===== config.mk =====
export PLATFORM = sky130hd
export DESIGN_NAME = uart_frame_decoder
export DESIGN_NICKNAME = d
export VERILOG_FILES = /design/src/rtl/uart_frame_decoder.sv
export SDC_FILE = /design/constraint.sdc
export NUM_CORES = 1
export LEC_CHECK = 0
export ABC_CLOCK_PERIOD_IN_PS = 5400
export CAP_MARGIN = 20
export CORE_MARGIN = 2
export CORE_UTILIZATION = 55
export CTS_BUF_LIST = sky130_fd_sc_hd__clkbuf_4
export DETAILED_ROUTE_END_ITERATION = 8
export GPL_ROUTABILITY_DRIVEN = 0
export HOLD_SLACK_MARGIN = 0.08
export PLACE_DENSITY = 0.79
export SLEW_MARGIN = 15
export SYNTH_ARGS = -nofsm -noshare
export SYNTH_HDL_FRONTEND = slang
export SYNTH_SLANG_ARGS = --single-unit

===== constraint.sdc =====
create_clock -name i_clk_100 -period 5.4 [get_ports i_clk_100]
set_input_delay 0.54 -clock i_clk_100 [delete_from_list [all_inputs] [get_ports i_clk_100]]
set_output_delay 0.54 -clock i_clk_100 [all_outputs]
set_load 0.1 [all_outputs]

===== src/rtl/uart_frame_decoder.sv =====
// uart_frame_decoder
// Byte-stream frame decoder between a UART receiver and the ACU/plank control
// logic. Frame layout: header, type, P_LEN payload bytes, channel, XOR
// checksum, footer. Good frames are committed atomically to the output
// registers. Every completed or rejected frame loads an ACK/NAK byte into a
// valid/ready response register for the feedback transmitter.
//
// state     | meaning
// ----------+-------------------------------------------------------------
// S_IDLE    | hunting for the header byte, all other bytes ignored
// S_TYPE    | expecting the type byte (low nibble must equal P_TYPE)
// S_PAYLOAD | collecting P_LEN payload bytes into the shadow buffer
// S_CHAN    | expecting the channel index (< P_NUM_CH)
// S_CHK     | expecting the XOR of header..channel
// S_FTR     | expecting the footer byte; match commits the frame
//
// Error codes: 1 type, 2 channel range, 3 checksum, 4 footer, 5 inter-byte
// timeout, 6 response overrun.
module uart_frame_decoder #(
  parameter int         P_LEN     = 17,
  parameter int         P_NUM_CH  = 8,
  parameter logic [3:0] P_TYPE    = 4'h2,
  parameter logic [7:0] P_HDR     = 8'hAA,
  parameter logic [7:0] P_FTR     = 8'h55,
  parameter logic [7:0] P_ACK     = 8'hEE,
  parameter logic [7:0] P_NAK     = 8'h11,
  parameter int         P_TIMEOUT = 100000,
  localparam int        CH_W      = (P_NUM_CH > 1) ? $clog2(P_NUM_CH) : 1
) (
  input  logic                 i_clk_100,
  input  logic                 i_rst_n,
  input  logic [7:0]           i_rx_byte,
  input  logic                 i_rx_valid,
  output logic [8*P_LEN-1:0]   o_payload,
  output logic [CH_W-1:0]      o_ch_id,
  output logic [3:0]           o_type_hi,
  output logic                 o_frame_valid,
  output logic                 o_err,
  output logic [2:0]           o_err_code,
  output logic [7:0]           o_err_cnt,
  output logic [7:0]           o_resp_byte,
  output logic                 o_resp_valid,
  input  logic                 i_resp_ready
);

  localparam int               IDX_W    = (P_LEN > 1) ? $clog2(P_LEN) : 1;
  localparam int               TO_W     = $clog2(P_TIMEOUT + 1);
  localparam logic [IDX_W-1:0] IDX_LAST = IDX_W'(P_LEN - 1);
  localparam logic [TO_W-1:0]  TO_LAST  = TO_W'(P_TIMEOUT - 1);
  localparam logic [8:0]       NUM_CH9  = 9'(P_NUM_CH);

  localparam logic [2:0] E_TYPE    = 3'd1;
  localparam logic [2:0] E_CHAN    = 3'd2;
  localparam logic [2:0] E_CHK     = 3'd3;
  localparam logic [2:0] E_FTR     = 3'd4;
  localparam logic [2:0] E_TIMEOUT = 3'd5;
  localparam logic [2:0] E_OVERRUN = 3'd6;

  typedef enum logic [2:0] {
    S_IDLE,
    S_TYPE,
    S_PAYLOAD,
    S_CHAN,
    S_CHK,
    S_FTR
  } state_e;

  state_e               state_q;
  logic [7:0]           xor_q;
  logic [IDX_W-1:0]     idx_q;
  logic [8*P_LEN-1:0]   shadow_q;
  logic [CH_W-1:0]      sh_ch_q;
  logic [3:0]           sh_type_q;
  logic [TO_W-1:0]      to_cnt_q;

  logic [8*P_LEN-1:0]   payload_q;
  logic [CH_W-1:0]      ch_id_q;
  logic [3:0]           type_hi_q;
  logic                 frame_valid_q;
  logic                 err_q;
  logic [2:0]           err_code_q;
  logic [7:0]           err_cnt_q;
  logic [7:0]           resp_byte_q;
  logic                 resp_valid_q;

  logic                 timeout;
  logic                 frm_err;
  logic                 frm_ok;
  logic [2:0]           frm_code;
  logic                 resp_load;
  logic [7:0]           resp_byte_d;
  logic                 overrun;
  logic                 err_any;
  logic [2:0]           err_code_d;
  logic [1:0]           err_inc;
  logic [8:0]           cnt_sum;
  logic [7:0]           err_cnt_d;

  // Classify the current cycle: frame error, frame accepted, or timeout.
  always_comb begin
    timeout  = 1'b0;
    frm_err  = 1'b0;
    frm_ok   = 1'b0;
    frm_code = 3'd0;
    if (state_q != S_IDLE && !i_rx_valid && to_cnt_q == TO_LAST) begin
      timeout  = 1'b1;
      frm_err  = 1'b1;
      frm_code = E_TIMEOUT;
    end else if (i_rx_valid) begin
      case (state_q)
        S_TYPE: begin
          if (i_rx_byte[3:0] != P_TYPE) begin
            frm_err  = 1'b1;
            frm_code = E_TYPE;
          end
        end
        S_CHAN: begin
          if ({1'b0, i_rx_byte} >= NUM_CH9) begin
            frm_err  = 1'b1;
            frm_code = E_CHAN;
          end
        end
        S_CHK: begin
          if (i_rx_byte != xor_q) begin
            frm_err  = 1'b1;
            frm_code = E_CHK;
          end
        end
        S_FTR: begin
          if (i_rx_byte != P_FTR) begin
            frm_err  = 1'b1;
            frm_code = E_FTR;
          end else begin
            frm_ok = 1'b1;
          end
        end
        default: ;
      endcase
    end
  end

  // Response load, overrun detection and saturating error accounting.
  // When a frame error and an overrun coincide the frame cause is reported
  // on o_err_code, but both are counted.
  always_comb begin
    resp_load   = frm_ok | (frm_err & ~timeout);
    resp_byte_d = frm_ok ? P_ACK : P_NAK;
    overrun     = resp_load & resp_valid_q & ~i_resp_ready;
    err_any     = frm_err | overrun;
    err_code_d  = frm_err ? frm_code : E_OVERRUN;
    err_inc     = {1'b0, frm_err} + {1'b0, overrun};
    cnt_sum     = {1'b0, err_cnt_q} + {7'b0, err_inc};
    err_cnt_d   = cnt_sum[8] ? 8'hFF : cnt_sum[7:0];
  end

  // Frame FSM with shadow capture and atomic commit of good frames.
  always_ff @(posedge i_clk_100 or negedge i_rst_n) begin
    if (!i_rst_n) begin
      state_q       <= S_IDLE;
      xor_q         <= '0;
      idx_q         <= '0;
      shadow_q      <= '0;
      sh_ch_q       <= '0;
      sh_type_q     <= '0;
      payload_q     <= '0;
      ch_id_q       <= '0;
      type_hi_q     <= '0;
      frame_valid_q <= 1'b0;
    end else begin
      frame_valid_q <= 1'b0;
      if (frm_err) begin
        state_q <= S_IDLE;
      end else if (i_rx_valid) begin
        case (state_q)
          S_IDLE: begin
            if (i_rx_byte == P_HDR) begin
              xor_q   <= i_rx_byte;
              state_q <= S_TYPE;
            end
          end
          S_TYPE: begin
            sh_type_q <= i_rx_byte[7:4];
            xor_q     <= xor_q ^ i_rx_byte;
            idx_q     <= '0;
            state_q   <= S_PAYLOAD;
          end
          S_PAYLOAD: begin
            shadow_q[{idx_q, 3'b000} +: 8] <= i_rx_byte;
            xor_q <= xor_q ^ i_rx_byte;
            if (idx_q == IDX_LAST) begin
              state_q <= S_CHAN;
            end else begin
              idx_q <= idx_q + IDX_W'(1);
            end
          end
          S_CHAN: begin
            sh_ch_q <= i_rx_byte[CH_W-1:0];
            xor_q   <= xor_q ^ i_rx_byte;
            state_q <= S_CHK;
          end
          S_CHK: begin
            state_q <= S_FTR;
          end
          S_FTR: begin
            payload_q     <= shadow_q;
            ch_id_q       <= sh_ch_q;
            type_hi_q     <= sh_type_q;
            frame_valid_q <= 1'b1;
            state_q       <= S_IDLE;
          end
          default: state_q <= S_IDLE;
        endcase
      end
    end
  end

  // Inter-byte timeout counter; runs only inside a frame between bytes.
  always_ff @(posedge i_clk_100 or negedge i_rst_n) begin
    if (!i_rst_n) begin
      to_cnt_q <= '0;
    end else if (state_q == S_IDLE || i_rx_valid || timeout) begin
      to_cnt_q <= '0;
    end else begin
      to_cnt_q <= to_cnt_q + TO_W'(1);
    end
  end

  // Error pulse, held error code and saturating error count.
  always_ff @(posedge i_clk_100 or negedge i_rst_n) begin
    if (!i_rst_n) begin
      err_q      <= 1'b0;
      err_code_q <= '0;
      err_cnt_q  <= '0;
    end else begin
      err_q     <= err_any;
      err_cnt_q <= err_cnt_d;
      if (err_any) begin
        err_code_q <= err_code_d;
      end
    end
  end

  // Response register: a new load always wins over a same-cycle handshake.
  always_ff @(posedge i_clk_100 or negedge i_rst_n) begin
    if (!i_rst_n) begin
      resp_byte_q  <= '0;
      resp_valid_q <= 1'b0;
    end else if (resp_load) begin
      resp_byte_q  <= resp_byte_d;
      resp_valid_q <= 1'b1;
    end else if (resp_valid_q && i_resp_ready) begin
      resp_valid_q <= 1'b0;
    end
  end

  assign o_payload     = payload_q;
  assign o_ch_id       = ch_id_q;
  assign o_type_hi     = type_hi_q;
  assign o_frame_valid = frame_valid_q;
  assign o_err         = err_q;
  assign o_err_code    = err_code_q;
  assign o_err_cnt     = err_cnt_q;
  assign o_resp_byte   = resp_byte_q;
  assign o_resp_valid  = resp_valid_q;

endmodule


== Word level (Yosys, flattened, before mapping) ==
Index checks and enable logic that the tools add are counted.

* Multiplexer cells: 38
* $add $sub $neg: 5
* Eq/ne operators: 15
* Divide/modulo/power cells: 0
* Reduce and logical (&&, ||, !) cells: 20
* Multipliers: 0
* Bitwise operators: 9
* $lt $le $gt $ge: 1
* Shifts and indexed selects: 2

{| class="wikitable"
|+ Operator list
! cell !! number
|-
| 136-bit bitwise mux || 1
|-
| 8-bit by 10-bit variable shift with 136-bit output (first input constant) || 1
|-
| 8-bit by 10-bit indexed part select with 136-bit output || 1
|-
| 3-bit two-way mux || 8
|-
| 8-bit two-way mux || 3
|-
| 17-bit by 1-bit adder with 17-bit output (second input constant) || 1
|-
| 17-bit equality test (second input constant) || 1
|-
| 1-bit two-way mux || 17
|-
| 17-bit two-way mux || 1
|-
| 8-bit case mux with 2 select lines || 1
|-
| 3-bit case mux with 5 select lines || 1
|-
| 3-bit AND reduction || 5
|-
| 3-bit case mux with 4 select lines || 1
|-
| 8-bit negation with 10-bit output || 1
|-
| 5-bit case mux with 2 select lines || 1
|-
| 8-bit by 2-bit adder with 9-bit output || 1
|-
| 8-bit equality test (second input constant) || 1
|-
| 8-bit by 4-bit greater-or-equal comparator with 1-bit output (second input constant) || 1
|-
| 8-bit by 7-bit != test with 1-bit output (second input constant) || 1
|-
| 8-bit != test || 1
|-
| 4-bit AND reduction || 2
|-
| 2-bit nonzero test || 4
|-
| 8-bit bitwise XOR || 1
|-
| 3-bit by 2-bit equality test with 1-bit output (second input constant) || 2
|-
| other kinds (20) || 32
|}

* Memories kept: 0
* Register bits after elaboration: 341
* Memory bits (read-only): 0
* Output and inout bits: 165
* Memory bits (writable): 0
* Bits in latches: 0
* Bits of input ports: 12

== Longest topological paths before layout ==
Gate-level depths: netlist of run 1.

* Word-level depth: 12
* Mapped depth: 12
* Depth with buffers taken out: 11

== Worst setup path before layout of run 1 ==
OpenSTA, ideal clock, no wires.

* Path kind: input to register
* Start: input port i_rx_byte[0]
* End: register err_cnt_q[6], in the netlist o_err_cnt[6]
* Library setup time: 0.084 ns
* Cell stages on the path: 11
* Arrival time: 3.166 ns
* Setup slack: 2.150 ns
* Path through: clkbuf_1 -> nor4b_1 -> a21boi_0 -> a21oi_1 -> a21o_1 -> nand2_1 -> fa_1 -> ha_1 -> and3_1 -> nor2b_1 -> a21oi_1

* Cells in the longest elaborated chain, start to end: 12

{| class="wikitable"
|+ Ends and longest elaborated chain
! element !! line !! RTL
|-
| start, declared || 32 || <nowiki>input logic [7:0] i_rx_byte,</nowiki>
|-
| 8-bit by 4-bit greater-or-equal comparator with 1-bit output, or another cell as far along || 118 || <nowiki>if ({1'b0, i_rx_byte} >= NUM_CH9) begin</nowiki>
|-
| 1-bit two-way mux, on equally long branches || n/a ||
|-
| 1-bit case mux with 4 select lines || 110 || <nowiki>case (state_q)</nowiki>
|-
| 1-bit two-way mux || 109 || <nowiki>end else if (i_rx_valid) begin</nowiki>
|-
| 1-bit two-way mux || 105 || <nowiki>if (state_q != S_IDLE && !i_rx_valid && to_cnt_q == TO_LAST) begin</nowiki>
|-
| 1-bit bitwise AND || 146 || <nowiki>resp_load = frm_ok | (frm_err & ~timeout);</nowiki>
|-
| 1-bit bitwise OR || 146 ||
|-
| 1-bit bitwise AND (2 in series) || 148 || <nowiki>overrun = resp_load & resp_valid_q & ~i_resp_ready;</nowiki>
|-
| 1-bit by 1-bit adder with 2-bit output (*) || 151 || <nowiki>err_inc = {1'b0, frm_err} + {1'b0, overrun};</nowiki>
|-
| 8-bit by 2-bit adder with 9-bit output (*) || 152 || <nowiki>cnt_sum = {1'b0, err_cnt_q} + {7'b0, err_inc};</nowiki>
|-
| 8-bit two-way mux (*) || 153 || <nowiki>err_cnt_d = cnt_sum[8] ? 8'hFF : cnt_sum[7:0];</nowiki>
|-
| named net err_cnt_d[6] || 97 || <nowiki>logic [7:0] err_cnt_d;</nowiki>
|-
| end signal, assigned || 236 || <nowiki>err_cnt_q <= err_cnt_d;</nowiki>
|-
| end, declared || 82 || <nowiki>logic [7:0] err_cnt_q;</nowiki>
|}

Mark *: on every way through the listed nets, which the timed path passes. The rest lies on a longest branch.
A chain may end at the register's enable or synchronous reset.

== Final worst setup path of run 1 ==
* Start: input port i_rx_byte[3]
* End: register err_cnt_q[1], in the netlist o_err_cnt[1]

Same word-level chain as after synthesis.

==> results of run 1 <==
[critical path, cell delays in order]
cell             delay (ns)
clkdlybuf4s50_1        0.69
nor4b_1                0.64
a21boi_0               0.17
a21oi_1                0.54
a21o_1                 0.32
nand2_1                0.11
fa_1                   0.47
ha_1                   0.26
and3_1                 0.20
nand3_1                0.19
nand2b_1               0.09
[layout make-up]
type                            count  area [um^2]
Fill cell                        1865         8119
Sequential cell                   335         8383
Clock buffer                      108        810.8
Tap cell                          330        412.9
Clock inverter                     20        82.58
Inverter                           24        90.09
Antenna cell                        1        2.502
Timing Repair Buffer              194         1917
Multi-Input combinational cell    659         5291
[metrics by stage]
step / cell area, um^2 / cells / setup WS, ns / total power [mW] / hold WS (ns)
floorplan: 14050 / 1075 / 2.150 / 4.157 / 0.2444
global placement: 16080 / 1541 / 1.221 / 4.567 / 0.4569
detailed placement: 16080 / 1541 / 1.052 / 4.606 / 0.4657
CTS: 16990 / 1670 / 1.793 / 6.497 / 0.4402
global route: 16990 / 1671 / 1.488 / 6.813 / 0.4869
finish: 16990 / 1671 / 1.713 / 6.458 / 0.4768
[kinds of logic (layout without fill, tap and decap cells)]
kind of cell,count (synthesis),after routing
multiplexers,242,242
flip-flops,335,335
other,0,1
AND/OR/NAND/NOR,283,283
adder cells (fa/ha/maj),9,9
AO/OA/AOI/OAI,93,93
buffers and inverters,81,346
XOR/XNOR,32,32
[synthesized netlist by cell type (16+ instances only)]
library cell / instances
and2_1: 24
dfrtp_1: 335
mux2_2: 240
nand2_1: 63
clkbuf_1: 26
nor2_1: 44
inv_1: 22
xnor2_1: 16
nand3_1: 40
nor3_1: 27
buf_2: 19
o21ai_0: 46
[state kept, by name, indices dropped and copies added (netlist names)]
signal	flops
idx_q	5
sh_type_q	4
o_payload	136
to_cnt_q	17
shadow_q	136
o_err	1
o_frame_valid	1
o_resp_valid	1
o_err_cnt	8
state_q	3
o_ch_id	3
sh_ch_q	3
o_resp_byte	2
o_err_code	3
xor_q	8
o_type_hi	4
[placed cells by master, fill, tap and decap left out, types with 3 or more instances in the layout]
cell type	n
ha_1	8
clkbuf_4	108
inv_2	4
nor3_1	27
nor4_1	3
nand3b_1	7
nor4b_1	3
o31ai_1	5
clkdlybuf4s50_1	175
mux2_2	240
nand4_1	13
o21ai_0	46
and2_1	24
a22o_1	8
a32oi_1	4
nor3_4	3
xor2_1	15
nor2_2	4
nor3b_1	3
nor2_1	44
a21oi_1	9
buf_4	16
nand2b_1	8
dfrtp_1	335
nand3_1	40
nor2b_1	9
a21o_1	3
clkinv_2	3
clkinv_1	14
xnor2_1	16
nand2_1	63
or3_1	6
inv_1	22
and3_1	7
[power by group]
part           leakage, nW  switching, mW  total, mW  internal (mW)
Clock                0.545          0.946       1.87          0.921
Combinational         2.98           1.02       1.56          0.531
Sequential            4.58          0.251       3.03           2.78
Total                 8.10           2.22       6.46           4.24
[final timing paths]
| kind | startpoint | endpoint |
|---|---|---|
| min in group i_clk_100 | shadow_q[67] | shadow_q[67] |
| setup reg to reg | idx_q[0] | shadow_q[62] |
| setup / recovery | i_rx_byte[3] | o_err_cnt[1] |
| max in group asynchronous | i_rst_n | shadow_q[133] |
| hold / removal | i_rst_n | o_payload[75] |
| hold reg to reg | shadow_q[67] | shadow_q[67] |
[layer usage]
metal | track usage | wire [um]
met1 | 0.3337 | 13910
met2 | 0.3806 | 14840
met3 | 0.05783 | 2149
met4 | 0.09051 | 819
met5 | 0 | 0
==> results.md, run 1 <==
* Simple-gate area share of the yosys netlist at 0.1094
* # rows at 58
* Library cells used by synthesis at 68
* Kind of start point of the critical path: primary input
* Wire length of the first global-routing pass at 50960 um
* Register-to-Register Path Depth at 8
* Result of the run: finished clean
* Mux cell area share after synthesis at 0.1938
* Global-route congestion overflow total at 0
* Via/cell ratio at 5.609
* Number of pins with negative max-slew slack in the final report at 0
* Worst setup path category: in -> reg
* Post-synthesis share of cell area spent on full adders, half adders and majority gates at 0.008552
* Leakage Power at 8.102 nW
* Number of antenna violations at the first check in global routing at 1
* Critical Path RT at 5.94 ns
* Number of top-level design ports at 177
* Iteration-0 DRC Markers at 737
* Total nets after synthesis at 1096
* Core area at 25110 um^2
* Final worst path period need at 3.687 ns
* Reg-to-reg setup timing slack at 1.86 ns
* DRC Markers at 0
* Top-area cell type share of the netlist area at 0.5968
* CP arrival at 4.22 ns
* Clock root buffer: clkbuf_4
* Count of yosys warnings during synthesis at 0
* Finished Core Util at 0.6766
* Maximum fanout count along the critical path at 11
* Share of flip-flops with an asynchronous set or reset at 1.000
* Final sum of negative setup slack at 0 ns
* Largest family of logic cells by synthesized area: multiplexers
* TritonCTS clock tree: yes
* Clk_lat worst skew at 0.67 ns
* Cells after synthesis at 1075
* Total via count in the routed design at 9372
* H-Tree Depth at 3
* Type of destination of the critical path: register
* WL/cell at 18.98 um
* Clk sink count at 335
* DRT antenna net count at 0
* Sequential area share after synthesis at 0.5968
* Clock Skews at 0.02047 ns
* Unrepaired setup endpoints after global routing: false
* Share of layout cells above drive strength 1 at 0.2970
* Number of synthesized flops with an enable pin at 0
* Power density normalized to cell area at 380.1 nW/um^2
* Maximum clock insertion buffer count at 3
* Post-synthesis xor/xnor area fraction at 0.02049
* VDD IR max at 370.8 uV
* Synth Area in Compound Gates at 0.04427
* Floorplan die area at 26830 um^2
* Flip-flop and latch count after synthesis at 335
* # Max-Cap Violations at 0
* Worst min-delay path class: in -> async
* Total clock buffers created by CTS at 84
* Die span in y at 163.8 um
* Final clock period utilization by the worst path at 0.6827
* Overall routed net length at 31720 um
* Final-report setup violation count at 0
* Pre-antenna DRT Iters at 4
* Mean instance size in the synthesized netlist at 13.07 um^2
* Horizontal extent of the die at 163.8 um
* Netlist Area Pre-Place at 14050 um^2
* Resize count post-CTS at 0
* Layout overhead on the synthesized area at 20.96%
* Slew at the pin closest to its max-slew limit at 1.096 ns
* Total setup buffers inserted after CTS at 0
* Post-DP HPWL at 21210 um
* Most area-consuming cells after synthesis: dfrtp_1, mux2_2, nand2_1, o21ai_0, nand3_1
* Count of buffers inserted at the top-level ports at 176
* Cell type contributing the most total cell area after synthesis: dfrtp_1
* Top FF cell, synth: dfrtp_1
* Clock transition time at the flip-flop clock pins of the worst setup and hold paths at 0.06 ns
* Maximum frequency from static timing analysis at 0.2712 GHz
* Maximum number of pins on one net before global-route repair at 134
* Via count of the first global-routing pass at 9661
* Tightest slew margin relative to the limit at 0.2623
* GRT Resource Usage Total at 0.2432
* Initial standard-cell utilization of the core at 0.5594
* Total Nets Final at 1319
* Final Hold Fails at 0
* Post-CTS Hold Fix Bufs at 1
No activity file was read; power rests on OpenSTA's default activity.
==> run 2: changes to the inputs <==
--- a/config.mk
+++ b/config.mk
@@ -5,7 +5,7 @@
 export SDC_FILE = /design/constraint.sdc
 export NUM_CORES = 1
 export LEC_CHECK = 0
-export ABC_CLOCK_PERIOD_IN_PS = 5400
+export ABC_CLOCK_PERIOD_IN_PS = 3400
 export CAP_MARGIN = 20
 export CORE_MARGIN = 2
 export CORE_UTILIZATION = 55
==> constraint.sdc (replaced) <==
create_clock -name i_clk_100 -period 3.4 [get_ports i_clk_100]
set_input_delay 0.34 -clock i_clk_100 [delete_from_list [all_inputs] [get_ports i_clk_100]]
set_output_delay 0.34 -clock i_clk_100 [all_outputs]
set_load 0.1 [all_outputs]
==> run 2 against run 1 <==
  * Sequential cell count did not move
  * Global-route usage grew 0.67 points
  * Sequential power rose by 59%
  * Die area did not move
  * Via count rose by 1.1%
  * Register-to-register slack worse by 1.5 ns
  * Worst hold slack got worse by 0.19 ns
  * Combinational power grew 69%
  * Sequential share of layout area shrank 0.92 points
  * Total power is 64% higher
  * Clock skew grew 0.016 ns
  * Clock power is 70% higher
  * Critical endpoint is now o_err_cnt[2]
  * Largest cell class unchanged
  * Largest power group unchanged
==> results.md, run 2 (synthesized netlist as in run 1, its figures left out) <==
* Wire length of the first global-routing pass at 52280 um
* Grt met3 use at 0.05480
* Global-route congestion overflow total at 0
* Final Hold Fails at 0
* Post-DP HPWL at 21780 um
* GRT Resource Usage Total at 0.2499
* Maximum fanout count along the critical path at 15
* Critical Path, Cell by Cell: nor3_1, buf_4, or2_2, nor4_1, buf_4, inv_1, nand2_1, fa_1, ha_1, and3_1, nand3_1, nand2_1
* Clock Skews at 0.03643 ns
* Cell area after layout at 17310 um^2
* Count of buffers inserted at the top-level ports at 176
* Total setup buffers inserted after CTS at 0
* Kind of start point of the critical path: register
* Final Worst Setup Slack at 0.3594 ns
* Iteration-0 DRC Markers at 562
* Post-route non-filler standard cell count at 1707
* # Max-Cap Violations at 0
* Maximum frequency from static timing analysis at 0.3289 GHz
* Unrepaired setup endpoints after global routing: false
* Clk_lat worst skew at 0.70 ns
* Fillcell total at 1848
* Area of the multi-input gates at 5291 um^2
* Core area at 25110 um^2
* Worst setup path category: reg -> reg
* Placed Cells at 1565
* Layout overhead on the synthesized area at 23.26%
* Met1 layer usage reported by global route at 0.3495
* Initial standard-cell utilization of the core at 0.5594
* Total power of the final layout at 10.62 mW
* Leakage Power at 8.291 nW
* Total clock buffers created by CTS at 86
* Number of antenna violations at the first check in global routing at 1
* Die span in y at 163.8 um
* Overall routed net length at 32280 um
* Total Nets Final at 1345
* Area of all sequential standard cells at 8383 um^2
* Critical Path RT at 4.02 ns
* Via/cell ratio at 5.548
* DRT antenna net count at 0
* Standard cell with the maximum stage delay on the critical path: dfrtp_1
* Post-Route Hold Slack at 0.2879 ns
* Total via count in the routed design at 9471
* Type of destination of the critical path: register
* Most frequent standard cell in the layout excluding fill and tap cells: dfrtp_1
* Final clock period utilization by the worst path at 0.8943
* CP arrival at 3.66 ns
* Maximum number of pins on one net before global-route repair at 150
* Placed cell areas at 16300 um^2
* Clock transition time at the flip-flop clock pins of the worst setup and hold paths at 0.07 ns
* Slew at the pin closest to its max-slew limit at 1.039 ns
* Pre-antenna DRT Iters at 5
* Final worst path period need at 3.041 ns
* Result of the run: finished clean
* Crit path buffers/inverters at 3
* TritonCTS clock tree: yes
* Tightest slew margin relative to the limit at 0.3054
* GRT Max-Usage Layer: met2
* VDD IR max at 414.3 uV
* Worst Setup Slack post-DPL at -0.01002 ns
* Finished Core Util at 0.6895
* Global-route track usage on met2 at 0.3860
* # rows at 58
* Number of pins with negative max-slew slack in the final report at 0
* Power density normalized to cell area at 613.2 nW/um^2
* Clock root buffer: clkbuf_4
* Clk sink count at 335
* Final sum of negative setup slack at 0 ns
* Top library cells by usage in the layout, fill and taps aside: dfrtp_1, mux2_2, clkdlybuf4s50_1
* DRC Markers at 0
* Floorplan die area at 26830 um^2
* Share of layout cells above drive strength 1 at 0.3164
* H-Tree Depth at 3
* Reg-to-reg setup timing slack at 0.36 ns
* Max incr delay on CP at 0.62 ns
* Via count of the first global-routing pass at 9758
* Horizontal extent of the die at 163.8 um
* Number of top-level design ports at 177
* WL/cell at 18.91 um
* Maximum clock insertion buffer count at 3
* Final-report setup violation count at 0
* Worst min-delay path class: in -> async
* Kind of cell adding the most delay to the critical path: simple AND/OR/NAND/NOR gates
## run 2: changes by cell type in the layout (fill, tap and decap cells not counted)
cell	before	now
diode_2	1	2
clkinv_2	3	1
clkinv_1	14	12
buf_12	1	4
clkbuf_4	108	125
inv_2	4	2
buf_4	16	37
## run 2: per-layer routing
layer,vias to the layer above,share of wire
li1,4322,-
met1,4797,0.44
met2,301,0.48
met3,51,0.059
met4,0,0.021
met5,-,0
## run 2: power breakdown
group	total, mW	internal (mW)	leakage (nW)	switching (mW)
clock network	3.17	1.66	0.603	1.51
logic	2.63	0.951	3.11	1.68
registers	4.81	4.42	4.58	0.388
## run 2: what timing repair did
action                                 in CTS  in global routing
gates resized for setup                     0                  0
endpoints found under the hold margin      92                  0
hold buffers                                1                  0
## run 2: area by class of cell
cell class,instances,area share
antenna,2,0.0002891
clock buffer,125,0.05420
tap,330,0.02385
multi-input combinational,659,0.3056
clock inverter,14,0.003324
timing repair buffer,218,0.1233
inverter,24,0.005203
sequential,335,0.4842
## run 2: path summary, 6_finish.rpt
| check | depth (start not counted) | end | start |
|---|---|---|---|
| max in group asynchronous | 3 | o_err_cnt[2] | i_rst_n |
| worst max-delay path | 12 | o_err_cnt[2] | state_q[2] |
| worst max register to register | 12 | o_err_cnt[2] | state_q[2] |
| min in group i_clk_100 | 3 | shadow_q[113] | i_rx_byte[1] |
| worst min-delay path | 2 | shadow_q[77] | i_rst_n |
| worst min register to register | 2 | shadow_q[18] | shadow_q[18] |
==> run 3: changes to the inputs <==
--- a/config.mk
+++ b/config.mk
@@ -8,12 +8,11 @@
 export ABC_CLOCK_PERIOD_IN_PS = 3400
 export CAP_MARGIN = 20
 export CORE_MARGIN = 2
-export CORE_UTILIZATION = 55
+export CORE_UTILIZATION = 38
 export CTS_BUF_LIST = sky130_fd_sc_hd__clkbuf_4
 export DETAILED_ROUTE_END_ITERATION = 8
 export GPL_ROUTABILITY_DRIVEN = 0
 export HOLD_SLACK_MARGIN = 0.08
-export PLACE_DENSITY = 0.79
 export SLEW_MARGIN = 15
 export SYNTH_ARGS = -nofsm -noshare
 export SYNTH_HDL_FRONTEND = slang
==> run 3 against run 2 <==
  * Wire length is 7.2% higher
  * Count of clock-buffer cells in the layout increased by 7
  * First-iteration DRC count decreased by 23%
  * Clock skew decreased by 0.012 ns
  * Via count fell by 0.55%
  * Clock power up 18%
  * Die area increased by 44%
  * Sequential share of layout area decreased by 1.2 points
==> results.md, run 3 (synthesized netlist as in run 1, its figures left out) <==
* WL/cell at 18.50 um
* Number of top-level design ports at 177
* Maximum number of pins on one net before global-route repair at 89
* CP arrival at 3.55 ns
* Overall routed net length at 34590 um
* Type of destination of the critical path: register
* Final Worst Setup Slack at 0.4675 ns
* Total clock buffers created by CTS at 90
* Slew at the pin closest to its max-slew limit at 1.097 ns
* Kind of cell adding the most delay to the critical path: simple AND/OR/NAND/NOR gates
* Clock transition time at the flip-flop clock pins of the worst setup and hold paths at 0.06 ns
* # rows at 70
* Top library cells by usage in the layout, fill and taps aside: dfrtp_1, mux2_2, clkdlybuf4s50_1
* Critical Path RT at 4.02 ns
* Initial standard-cell utilization of the core at 0.3846
* Layout overhead on the synthesized area at 26.26%
* VDD IR max at 491.0 uV
* Clk sink count at 335
* Reg-to-reg setup timing slack at 0.47 ns
* Most frequent standard cell in the layout excluding fill and tap cells: dfrtp_1
* Worst Setup Slack post-DPL at 0.003880 ns
* Maximum fanout count along the critical path at 8
* Via count of the first global-routing pass at 9662
* Count of buffers inserted at the top-level ports at 176
* Unrepaired setup endpoints after global routing: false
* Max incr delay on CP at 0.54 ns
* Die span in y at 196.3 um
* Finished Core Util at 0.4856
* Wire length of the first global-routing pass at 55460 um
* GRT Resource Usage Total at 0.1866
* Number of pins with negative max-slew slack in the final report at 0
* Clock root buffer: clkbuf_4
* Maximum clock insertion buffer count at 3
* # Max-Cap Violations at 0
* Total Nets Final at 1353
* Final-report setup violation count at 0
* Via/cell ratio at 5.037
* Final clock period utilization by the worst path at 0.8625
* Crit path buffers/inverters at 1
* Core area at 36520 um^2
* TritonCTS clock tree: yes
* Standard cell with the maximum stage delay on the critical path: nor2_2
* DRT antenna net count at 0
* Horizontal extent of the die at 196.3 um
* Final Hold Fails at 0
* Final worst path period need at 2.932 ns
* Clk_lat worst skew at 0.74 ns
* Global-route congestion overflow total at 0
* Resize count post-CTS at 0
* Fillcell total at 3322
* Iteration-0 DRC Markers at 435
* DRC Markers at 0
* Final sum of negative setup slack at 0 ns
* Number of antenna violations at the first check in global routing at 2
* Register-to-Register Path Depth at 8
* Tightest slew margin relative to the limit at 0.2662
* Leakage Power at 8.414 nW
* Cell area after layout at 17730 um^2
* Floorplan die area at 38520 um^2
* Pre-antenna DRT Iters at 4
* Total via count in the routed design at 9419
* Post-DP HPWL at 23560 um
* Placed cell areas at 16500 um^2
* Critical Path, Cell by Cell: inv_1, ha_1, nor3b_1, ha_1, o21ba_2, nand2_1, nor2_2, mux2_2
* Worst min-delay path class: in -> async
* Total power of the final layout at 11.16 mW
* Area of all sequential standard cells at 8383 um^2
* Worst setup path category: reg -> reg
* Share of layout cells above drive strength 1 at 0.3224
* Maximum frequency from static timing analysis at 0.3410 GHz
* Power density normalized to cell area at 629.2 nW/um^2
* Area of the multi-input gates at 5291 um^2
* Clock Skews at 0.02466 ns
* CP dominant cell by count: ha_1
* WP depth at 8
* H-Tree Depth at 3
* Result of the run: finished clean
* Kind of start point of the critical path: register
[run 3: worst reg2reg max path, cell delays in order (launching register included)]
cell and delay, ns:
dfrtp_1 0.51, inv_1 0.12, ha_1 0.27, nor3b_1 0.17, ha_1 0.33, o21ba_2 0.26, nand2_1 0.22, nor2_2 0.54
mux2_2 0.40
[run 3: path summary, 6_finish.rpt]
kind,endpoint,start
hold reg to reg,shadow_q[7],shadow_q[7]
hold / removal,o_payload[106],i_rst_n
setup reg to reg,shadow_q[8],idx_q[1]
min in group i_clk_100,shadow_q[23],i_rx_byte[7]
max in group asynchronous,o_payload[28],i_rst_n
setup / recovery,shadow_q[8],idx_q[1]
[run 3: repair_timing]
action | 4_1_cts | 5_1_grt
buffers inserted | 0 | 0
hold endpoints to repair | 83 | 0
hold buffers | 1 | 0
[run 3: metal layers]
layer  vias to the layer above  global-route usage  share of wire
met2                       241              0.2844           0.46
met3                        61             0.04728          0.050
li1                       4367                   -              -
met5                         -                   0              0
met4                         0             0.07351          0.026
met1                      4750              0.2563           0.46
[run 3: cell type report]
class / count / area share
sequential: 335 / 0.4727
multi-input combinational: 659 / 0.2984
timing repair buffer: 222 / 0.1221
clock buffer: 132 / 0.05588
tap: 468 / 0.03302
clock inverter: 27 / 0.01249
inverter: 24 / 0.005080
antenna: 3 / 0.0004233
[run 3: metrics by stage]
stage	hold slack (ns)	std cells
floorplan	0.04441	1075
finish	0.1902	1870
global placement	0.4013	1707
global route	0.1860	1870
detailed placement	0.3962	1707
CTS	0.1401	1867
[run 3: report_power, final]
group | switching (mW) | internal (mW) | leakage, nW
clock network | 1.65 | 2.08 | 0.705
registers | 0.384 | 4.42 | 4.58
logic | 1.68 | 0.947 | 3.13
total | 3.71 | 7.45 | 8.41
